`config.mk`:
```
export PLATFORM = sky130hd
export DESIGN_NAME = trigout_seq_ctrl
export DESIGN_NICKNAME = d
export VERILOG_FILES = /design/src/rtl/trigout_pkg.sv /design/src/rtl/trig_edge_detect.sv /design/src/rtl/trigout_seq_ctrl.sv
export SDC_FILE = /design/constraint.sdc
export NUM_CORES = 1
export LEC_CHECK = 0
export CAP_MARGIN = 15
export CORE_ASPECT_RATIO = 1.1
export CORE_MARGIN = 5
export CORE_UTILIZATION = 51
export DETAILED_ROUTE_END_ITERATION = 12
export GPL_TIMING_DRIVEN = 0
export MAX_ROUTING_LAYER = met4
export PLACE_DENSITY = 0.76
export SETUP_SLACK_MARGIN = 0.02
export SYNTH_ARGS = -nofsm -noshare
export SYNTH_HDL_FRONTEND = slang
export SYNTH_SLANG_ARGS = --single-unit
```
`constraint.sdc`:
```
create_clock -name Clock -period 3.6 [get_ports Clock]
set_input_delay 1.08 -clock Clock [delete_from_list [all_inputs] [get_ports Clock]]
set_output_delay 1.08 -clock Clock [all_outputs]
set_load 0.01 [all_outputs]
```
`src/rtl/trigout_pkg.sv`:
```
// Purpose: shared types and constants for the trigger-output sequencer.
// Latency: n/a (definitions only).
// Backpressure: n/a.
// Contents: sequencer state enum, default counter widths, mux source selects.
package trigout_pkg;

  // Sequencer states; Busy is simply (state != IDLE).
  typedef enum logic [1:0] {
    IDLE      = 2'd0,
    WAIT_TRIG = 2'd1,
    RUN       = 2'd2,
    HOLDOFF   = 2'd3
  } state_t;

  localparam int CNT_W_DEF  = 16;
  localparam int HOLD_W_DEF = 16;

  // Trigger-out mux source selects.
  localparam logic SRC_SYNC   = 1'b0;  // Din1 sync
  localparam logic SRC_MARKER = 1'b1;  // Din2 marker

endpackage

```
`src/rtl/trig_edge_detect.sv`:
```
// Purpose: rising-edge detector on an already-synchronised trigger level.
// Latency: Rise is combinational from Trig against a one-cycle history register.
// Backpressure: none; samples every cycle.
// Ports: Clock, Reset (async, active-high), Trig (level in), Rise (edge out).
module trig_edge_detect (
  input  logic Clock,
  input  logic Reset,
  input  logic Trig,
  output logic Rise
);

  logic trig_q;

  // History tracks the level every cycle regardless of sequencer state, so a
  // level that was already high before arming never looks like an edge.
  always_ff @(posedge Clock or posedge Reset) begin
    if (Reset) begin
      trig_q <= 1'b0;
    end else begin
      trig_q <= Trig;
    end
  end

  assign Rise = Trig & ~trig_q;

endmodule

```
`src/rtl/trigout_seq_ctrl.sv`:
```
// Purpose: sequences trigger-out mux enable/select for infinite, burst and triggered runs.
// Latency: outputs registered from next-state; Mux_EN rises on the edge that samples Start.
// Backpressure: none; Start while Busy and config changes while Busy are ignored.
// Ports: Clock, Reset; run control Start/Stop; config Infinite, Ext_Trig_En,
//        Retrigger, Src_Sel, Burst_Len, Holdoff_Len (latched at Start);
//        Ext_Trig, Period_End strobes; outputs Mux_EN, Mux_Sel, Busy, Done, Period_Cnt.
module trigout_seq_ctrl
  import trigout_pkg::*;
#(
  parameter int CNT_W  = CNT_W_DEF,
  parameter int HOLD_W = HOLD_W_DEF
) (
  input  logic              Clock,
  input  logic              Reset,
  input  logic              Start,
  input  logic              Stop,
  input  logic              Infinite,
  input  logic              Ext_Trig_En,
  input  logic              Retrigger,
  input  logic              Ext_Trig,
  input  logic              Src_Sel,
  input  logic [CNT_W-1:0]  Burst_Len,
  input  logic [HOLD_W-1:0] Holdoff_Len,
  input  logic              Period_End,
  output logic              Mux_EN,
  output logic              Mux_Sel,
  output logic              Busy,
  output logic              Done,
  output logic [CNT_W-1:0]  Period_Cnt
);

  state_t state, state_nxt;

  // Latched run configuration.
  logic              infinite_q, infinite_nxt;
  logic              ext_en_q, ext_en_nxt;
  logic              retrig_q, retrig_nxt;
  logic              src_sel_q, src_sel_nxt;
  logic [CNT_W-1:0]  burst_len_q, burst_len_nxt;
  logic [HOLD_W-1:0] holdoff_len_q, holdoff_len_nxt;

  logic [HOLD_W-1:0] hold_cnt, hold_cnt_nxt;
  logic [CNT_W-1:0]  period_cnt_nxt;
  logic              done_nxt;
  logic              trig_rise;

  trig_edge_detect u_edge (
    .Clock (Clock),
    .Reset (Reset),
    .Trig  (Ext_Trig),
    .Rise  (trig_rise)
  );

  always_comb begin
    state_nxt       = state;
    infinite_nxt    = infinite_q;
    ext_en_nxt      = ext_en_q;
    retrig_nxt      = retrig_q;
    src_sel_nxt     = src_sel_q;
    burst_len_nxt   = burst_len_q;
    holdoff_len_nxt = holdoff_len_q;
    hold_cnt_nxt    = hold_cnt;
    period_cnt_nxt  = Period_Cnt;
    done_nxt        = 1'b0;

    case (state)
      IDLE: begin
        // Stop in the same cycle cancels the Start entirely.
        if (Start && !Stop) begin
          infinite_nxt    = Infinite;
          ext_en_nxt      = Ext_Trig_En;
          retrig_nxt      = Retrigger;
          src_sel_nxt     = Src_Sel;
          burst_len_nxt   = Burst_Len;
          holdoff_len_nxt = Holdoff_Len;
          period_cnt_nxt  = '0;
          if (!Infinite && (Burst_Len == '0)) begin
            // Empty burst completes immediately without ever enabling the mux.
            done_nxt = 1'b1;
          end else if (Ext_Trig_En) begin
            state_nxt = WAIT_TRIG;
          end else begin
            state_nxt = RUN;
          end
        end
      end

      WAIT_TRIG: begin
        if (Stop) begin
          state_nxt = IDLE;
        end else if (trig_rise) begin
          state_nxt = RUN;
        end
      end

      RUN: begin
        // Stop beats a coinciding final Period_End: no Done, count untouched.
        if (Stop) begin
          state_nxt = IDLE;
        end else if (Period_End) begin
          period_cnt_nxt = Period_Cnt + CNT_W'(1);
          if (!infinite_q && (Period_Cnt == burst_len_q - CNT_W'(1))) begin
            done_nxt = 1'b1;
            if (retrig_q && ext_en_q) begin
              state_nxt    = HOLDOFF;
              hold_cnt_nxt = holdoff_len_q;
            end else begin
              state_nxt = IDLE;
            end
          end
        end
      end

      HOLDOFF: begin
        // The edge that takes the counter to zero also leaves HOLDOFF, so a
        // holdoff of N spends N cycles here (0 and 1 both spend one).
        if (Stop) begin
          state_nxt = IDLE;
        end else if (hold_cnt <= HOLD_W'(1)) begin
          state_nxt      = WAIT_TRIG;
          hold_cnt_nxt   = '0;
          period_cnt_nxt = '0;
        end else begin
          hold_cnt_nxt = hold_cnt - HOLD_W'(1);
        end
      end

      default: state_nxt = IDLE;
    endcase
  end

  always_ff @(posedge Clock or posedge Reset) begin
    if (Reset) begin
      state         <= IDLE;
      infinite_q    <= 1'b0;
      ext_en_q      <= 1'b0;
      retrig_q      <= 1'b0;
      src_sel_q     <= 1'b0;
      burst_len_q   <= '0;
      holdoff_len_q <= '0;
      hold_cnt      <= '0;
      Period_Cnt    <= '0;
      Mux_EN        <= 1'b0;
      Mux_Sel       <= 1'b0;
      Busy          <= 1'b0;
      Done          <= 1'b0;
    end else begin
      state         <= state_nxt;
      infinite_q    <= infinite_nxt;
      ext_en_q      <= ext_en_nxt;
      retrig_q      <= retrig_nxt;
      src_sel_q     <= src_sel_nxt;
      burst_len_q   <= burst_len_nxt;
      holdoff_len_q <= holdoff_len_nxt;
      hold_cnt      <= hold_cnt_nxt;
      Period_Cnt    <= period_cnt_nxt;
      Mux_EN        <= (state_nxt == RUN);
      Mux_Sel       <= (state_nxt == RUN) ? src_sel_nxt : SRC_SYNC;
      Busy          <= (state_nxt != IDLE);
      Done          <= done_nxt;
    end
  end

endmodule

```
# Word level (Yosys, flattened, before mapping)
# Index checks and enable logic that the tools add are counted.
# classes
add_sub_neg	3
n_lt_le_gt_ge	1
eq_ne	12
mux	34
n_bitwise	2
n_reduce_logical	15
# op_table
op	n
16-bit 2-to-1 mux	11
16-bit case mux with 3 select lines	1
16-bit case mux with 2 select lines	1
16-bit by 1-bit subtractor with 16-bit output, second input constant	2
2-bit 2-to-1 mux	11
16-bit by 1-bit adder with 16-bit output, second input constant	1
16-bit equality test	1
16-bit by 1-bit <= comparator with 1-bit output, second input constant	1
16-bit logical NOT	1
2-bit inequality test, second input constant	7
6-bit AND reduction	2
1-bit 2-to-1 mux	8
2-bit case mux with 4 select lines	1
2-bit equality test, second input constant	3
1-bit logical AND	4
2-bit nonzero test	2
1-bit logical NOT	3
3-bit nonzero test	1
2-bit by 1-bit equality test with 1-bit output, second input constant	1
2-bit logical NOT	1
1-bit case mux with 2 select lines	1
2-bit AND reduction	1
1-bit bitwise AND	1
1-bit inverter	1
# word_totals
reg_bits	75
out_inout_bits	20

# Depth between registers and ports, before layout
# logic_depth
word_depth	9
ltp_mapped	11
depth_no_buf	10

# Cells and area by module
# From an unflattened synthesis, not the netlist that was laid out.
# hier_totals
cells_unflattened	450
hier_area_um2	4317.9
# modules_own_cells
module	instances	cells_per_inst	area_per_inst_um2
trigout_seq_ctrl	1	447	4275.4
trig_edge_detect	1	3	42.5

# Worst setup path before layout
# Ideal clock, no wire load.
# synth_timing
kind	input -> register
start	input port Stop
end	register burst_len_q[15]
arrival_ns	2.458
required_time_ns	3.475
slack_ns	1.017
path_stages	6
cell_sequence	inv_1 -> and3_1 -> clkbuf_1 -> clkbuf_1 -> clkbuf_1 -> mux2_2
# synth_via
elab_chain_cells	3
# synth_lines
item	line_no	rtl
start: declaration	trigout_seq_ctrl.sv:16	input logic Stop,
1-bit logical NOT	trigout_seq_ctrl.sv:69	if (Start && !Stop) begin
1-bit logical AND	trigout_seq_ctrl.sv:69	
2-bit AND reduction (no line)	-	
end signal: assignment	trigout_seq_ctrl.sv:153	burst_len_q <= burst_len_nxt;
end: declaration	trigout_seq_ctrl.sv:39	logic [CNT_W-1:0] burst_len_q, burst_len_nxt;
# Every way passes these cells.
# A chain may end at the register's enable or synchronous reset.

# Worst setup path after layout
# layout_timing
start	input port Burst_Len[15]
end	register Busy
# layout_via
elab_chain_cells	6
# layout_lines
item	line_no	rtl
start: declaration	trigout_seq_ctrl.sv:22	input logic [CNT_W-1:0] Burst_Len,
16-bit logical NOT	trigout_seq_ctrl.sv:77	if (!Infinite && (Burst_Len == '0)) begin
1-bit logical AND	trigout_seq_ctrl.sv:77	
2-bit 2-to-1 mux	trigout_seq_ctrl.sv:77	
2-bit 2-to-1 mux	trigout_seq_ctrl.sv:69	
2-bit case mux with 4 select lines	trigout_seq_ctrl.sv:66	case (state)
named net state_nxt[1]	trigout_seq_ctrl.sv:32	state_t state, state_nxt;
2-bit nonzero test	trigout_seq_ctrl.sv:159	Busy <= (state_nxt != IDLE);
end signal: assignment	trigout_seq_ctrl.sv:159	
end: declaration	trigout_seq_ctrl.sv:27	output logic Busy,
# The timed path passes the listed nets, and every way through them passes these cells.

==> run summary <==
status - completed
area growth from synthesis to layout - 24.1%
Flop pwr share - 0.445
switching power - 936 uW
Die Wd - 96.1 um
r2r worst-path depth - 11
Final HPWL DP - 7780 um
Int Power - 1.87 mW
Largest delay share family, worst path - simple AND/OR/NAND/NOR gates
Starting Density - 0.525
Post-CTS Setup Repair Bufs - 0
power share of the combinational group - 0.291
M2 GR Usage - 0.345
number of CTS-inserted buffers - 9
hold depth - 1
Via-to-Cell Ratio - 5.91
busiest grt layer - met2
final non-filler cell total - 611
worst path bufs/invs - 1
CTS Hold Bufs - 0
Critical Path RT - 3830 ps
Residual DRC - 0
# fillers - 699
fraction of registers with async set or reset after synthesis - 1.00
Rows - 34
global-route wire length before repair - 17300 um
post-route clock period utilization - 0.969
Critical Path AT - 3720 ps
clk_skew - 12.7 ps
top-area cell type share of the netlist area - 0.452
vias in the first global route - 3609
layout cells sized above 1 - 0.125
Mapped Nets - 471
H-tree levels - 3
Total Power - 2.81 mW
fin crit period - 3490 ps
max cap viols - 0
clk root buf - clkbuf_8
Hold Path End - src_sel_q
post-CTS sizing - 0
remaining antenna violation count - 0
top area cells in the synthesized netlist - dfrtp_1, mux2_2, o21ai_0
post-synthesis cell area - 4160 um^2
Setup CP Type - primary input to register
Leak Pwr - 2.08 nW
R2R Path End - hold_cnt[9]
largest net degree at the start of global routing - 51
fin. max-slew vios - 0
Worst-path clk slew - 70 ps
Mapped Cells - 425
Critical Path End Type - register
area of the multi-input gates - 2120 um^2
Pre-antenna DRT Iters - 5
GRT Overall Usage - 0.223
WL/cell - 17.0 um
Ant. Diodes - 0
Rel. slew slack - 0.372
FF-to-FF Start - burst_len_q[5]
met1 Use GR - 0.289
CP Max Fanout - 3
Final Hold Vio Count - 0
GR Util met3 - 0.0503
Reg2Reg Setup Slack - 470 ps
Most Frequent Cell on Critical Path - nor4_1
Clock power frac - 0.264
clock sinks - 75
VDD IR max - 0.307 mV
Worst Setup Start Kind - primary input
design area - 5160 um^2
PwrDens - 544 nW/um^2
Synth Warn # - 0
CORE AREA - 7910 um^2
RSZ-0062 raised after global routing - false
sequential fraction of the synthesis area - 0.452
Synth Register Bits - 75
Placed Instance Area - 4930 um^2
CTS tree - yes
Total Die Area - 10100 um^2
gpl congestion - 0.877
Sequential Area - 1880 um^2
Die Y - 105 um
switching share of total power - 0.334
Slowest-stage cell, CP - nor4_1
Hold Path Class - register to register
fin util - 0.652
max incr delay on CP - 740 ps
fmax - 287 MHz
Post-Place Cells - 595
Synth Flop Type - dfrtp_1
initial antenna violation count - 0
1st-iter DRT viols - 150
Hold Startpoint - src_sel_q
Top Ports - 62
# nets final - 544
Yosys top cell by area - dfrtp_1
Worst-Margin Slew - 933 ps
Syn Area/Cell - 9.78 um^2
crit-path cells - clkdlybuf4s50_1 > nor4_1 > nand4_1 > nor4_1 > or3_1 > and3_1 > a21oi_1 > or2_1
Clock Path Buffers - 2
global route overflow - 0
Post-synth EDFFs - 0
clock latency on the worst-skew pair - 350 ps
Routed WL - 10400 um
Final Setup Violations - 0
PortBufs - 61
count of unique library cells instantiated by Yosys - 56
Vias - 3610
-- synth_stat cells (3+ instances only) --
| cell | count |
|---|---|
| and3_1 | 7 |
| nand2b_1 | 3 |
| a21oi_1 | 18 |
| clkbuf_1 | 18 |
| o21ai_0 | 35 |
| xnor2_1 | 10 |
| nor4b_1 | 4 |
| ha_1 | 4 |
| dfrtp_1 | 75 |
| and3b_1 | 5 |
| nor4_1 | 11 |
| a31oi_1 | 8 |
| nand4_1 | 6 |
| a22oi_1 | 5 |
| or3_1 | 9 |
| xor2_1 | 13 |
| inv_1 | 13 |
| mux2_2 | 33 |
| nor3b_1 | 3 |
| a32oi_1 | 7 |
| nor2_1 | 37 |
| nand3_1 | 13 |
| o21ai_1 | 5 |
| nor2b_1 | 7 |
| buf_2 | 6 |
| nand2_1 | 21 |
| nor3_1 | 11 |
-- placed cells by master (no fill, tap or decap), drive strengths merged, types with 6 or more instances in the layout --
cell type	count
a21oi	19
a31oi	8
a32oi	7
and3	7
buf	8
clkbuf	30
clkdlybuf4s50	61
dfrtp	75
inv	13
mux2	33
nand2	21
nand3	13
nand4	6
nor2	37
nor2b	7
nor3	11
nor4	11
o21ai	40
or3	9
xnor2	10
xor2	13
-- through the flow --
| step | setup slack (ps) | setup TNS (ps) | hold WS, ps |
|---|---|---|---|
| 6_report | 113 | 0 | 493 |
| 5_1_grt | 121 | 0 | 516 |
| 4_1_cts | 281 | 0 | 498 |
| 3_5_place_dp | -113 | -209 | 481 |
| 3_3_place_gp | -628 | -46890 | 475 |
| 2_1_floorplan | 610 | 0 | 459 |
-- power groups by stage --
stage / Clock (mW) / Combinational [mW] / Sequential (mW)
global route: 0.791 / 0.917 / 1.28
global placement: 0 / 0.777 / 1.25
CTS: 0.753 / 0.816 / 1.25
finish: 0.740 / 0.817 / 1.25
floorplan: 0 / 0.600 / 1.21
detailed placement: 0 / 0.813 / 1.26
-- routing by layer --
metal | vias to the layer above | part of all wire
met4 | 0 | 0.025
li1 | 1701 | -
met3 | 25 | 0.056
met1 | 1762 | 0.43
met5 | - | 0
met2 | 122 | 0.49
-- worst max path at each step --
stage / slack [ps] / startpoint / depth (start not counted) / end
3_3_place_gp: -630 / Reset / 2 / src_sel_q
2_1_floorplan: 610 / Reset / 1 / Busy
5_1_grt: 120 / Burst_Len[15] / 8 / Busy
6_report: 110 / Burst_Len[15] / 8 / Busy
3_5_place_dp: -110 / Infinite / 8 / Busy
4_1_cts: 280 / Infinite / 8 / Busy
-- cell type report --
cell class / instances / share of cell area
multi-input cells: 312 / 0.411
flip-flops and latches: 75 / 0.364
repair buffers: 62 / 0.124
clock buffers: 12 / 0.0301
well taps: 108 / 0.0262
plain buffers: 25 / 0.0211
clock inverters: 4 / 0.0141
inverters: 13 / 0.00994
-- registers in the layout, summed over array words and instances (netlist names) --
signal         cells
Busy               1
Done               1
Mux_EN             1
Mux_Sel            1
Period_Cnt        16
burst_len_q       16
ext_en_q           1
hold_cnt          16
holdoff_len_q     16
infinite_q         1
retrig_q           1
src_sel_q          1
state              2
u_edge.trig_q      1
-- kinds of logic after synthesis --
| kind of cell | share of synthesized area |
|---|---|
| and+or+nand+nor | 0.195 |
| DFF | 0.452 |
| muxes | 0.0942 |
| xor gates and xnor gates | 0.0485 |
| adders and majority gates | 0.0120 |
| AOI/OAI and AO/OA | 0.160 |
| buffers and inverters | 0.0379 |
-- worst reg2reg max path, cell delays in order (launching register included) --
cell and delay (ps):
dfrtp_1 360, buf_2 180, or4_1 530, clkbuf_1 190, nor4_1 350, nor4_1 90
o32ai_1 470, nor2_1 160, a21oi_2 240, buf_2 260, o21ai_0 140, o21ai_0 90
No activity file was read; power rests on OpenSTA's default activity.
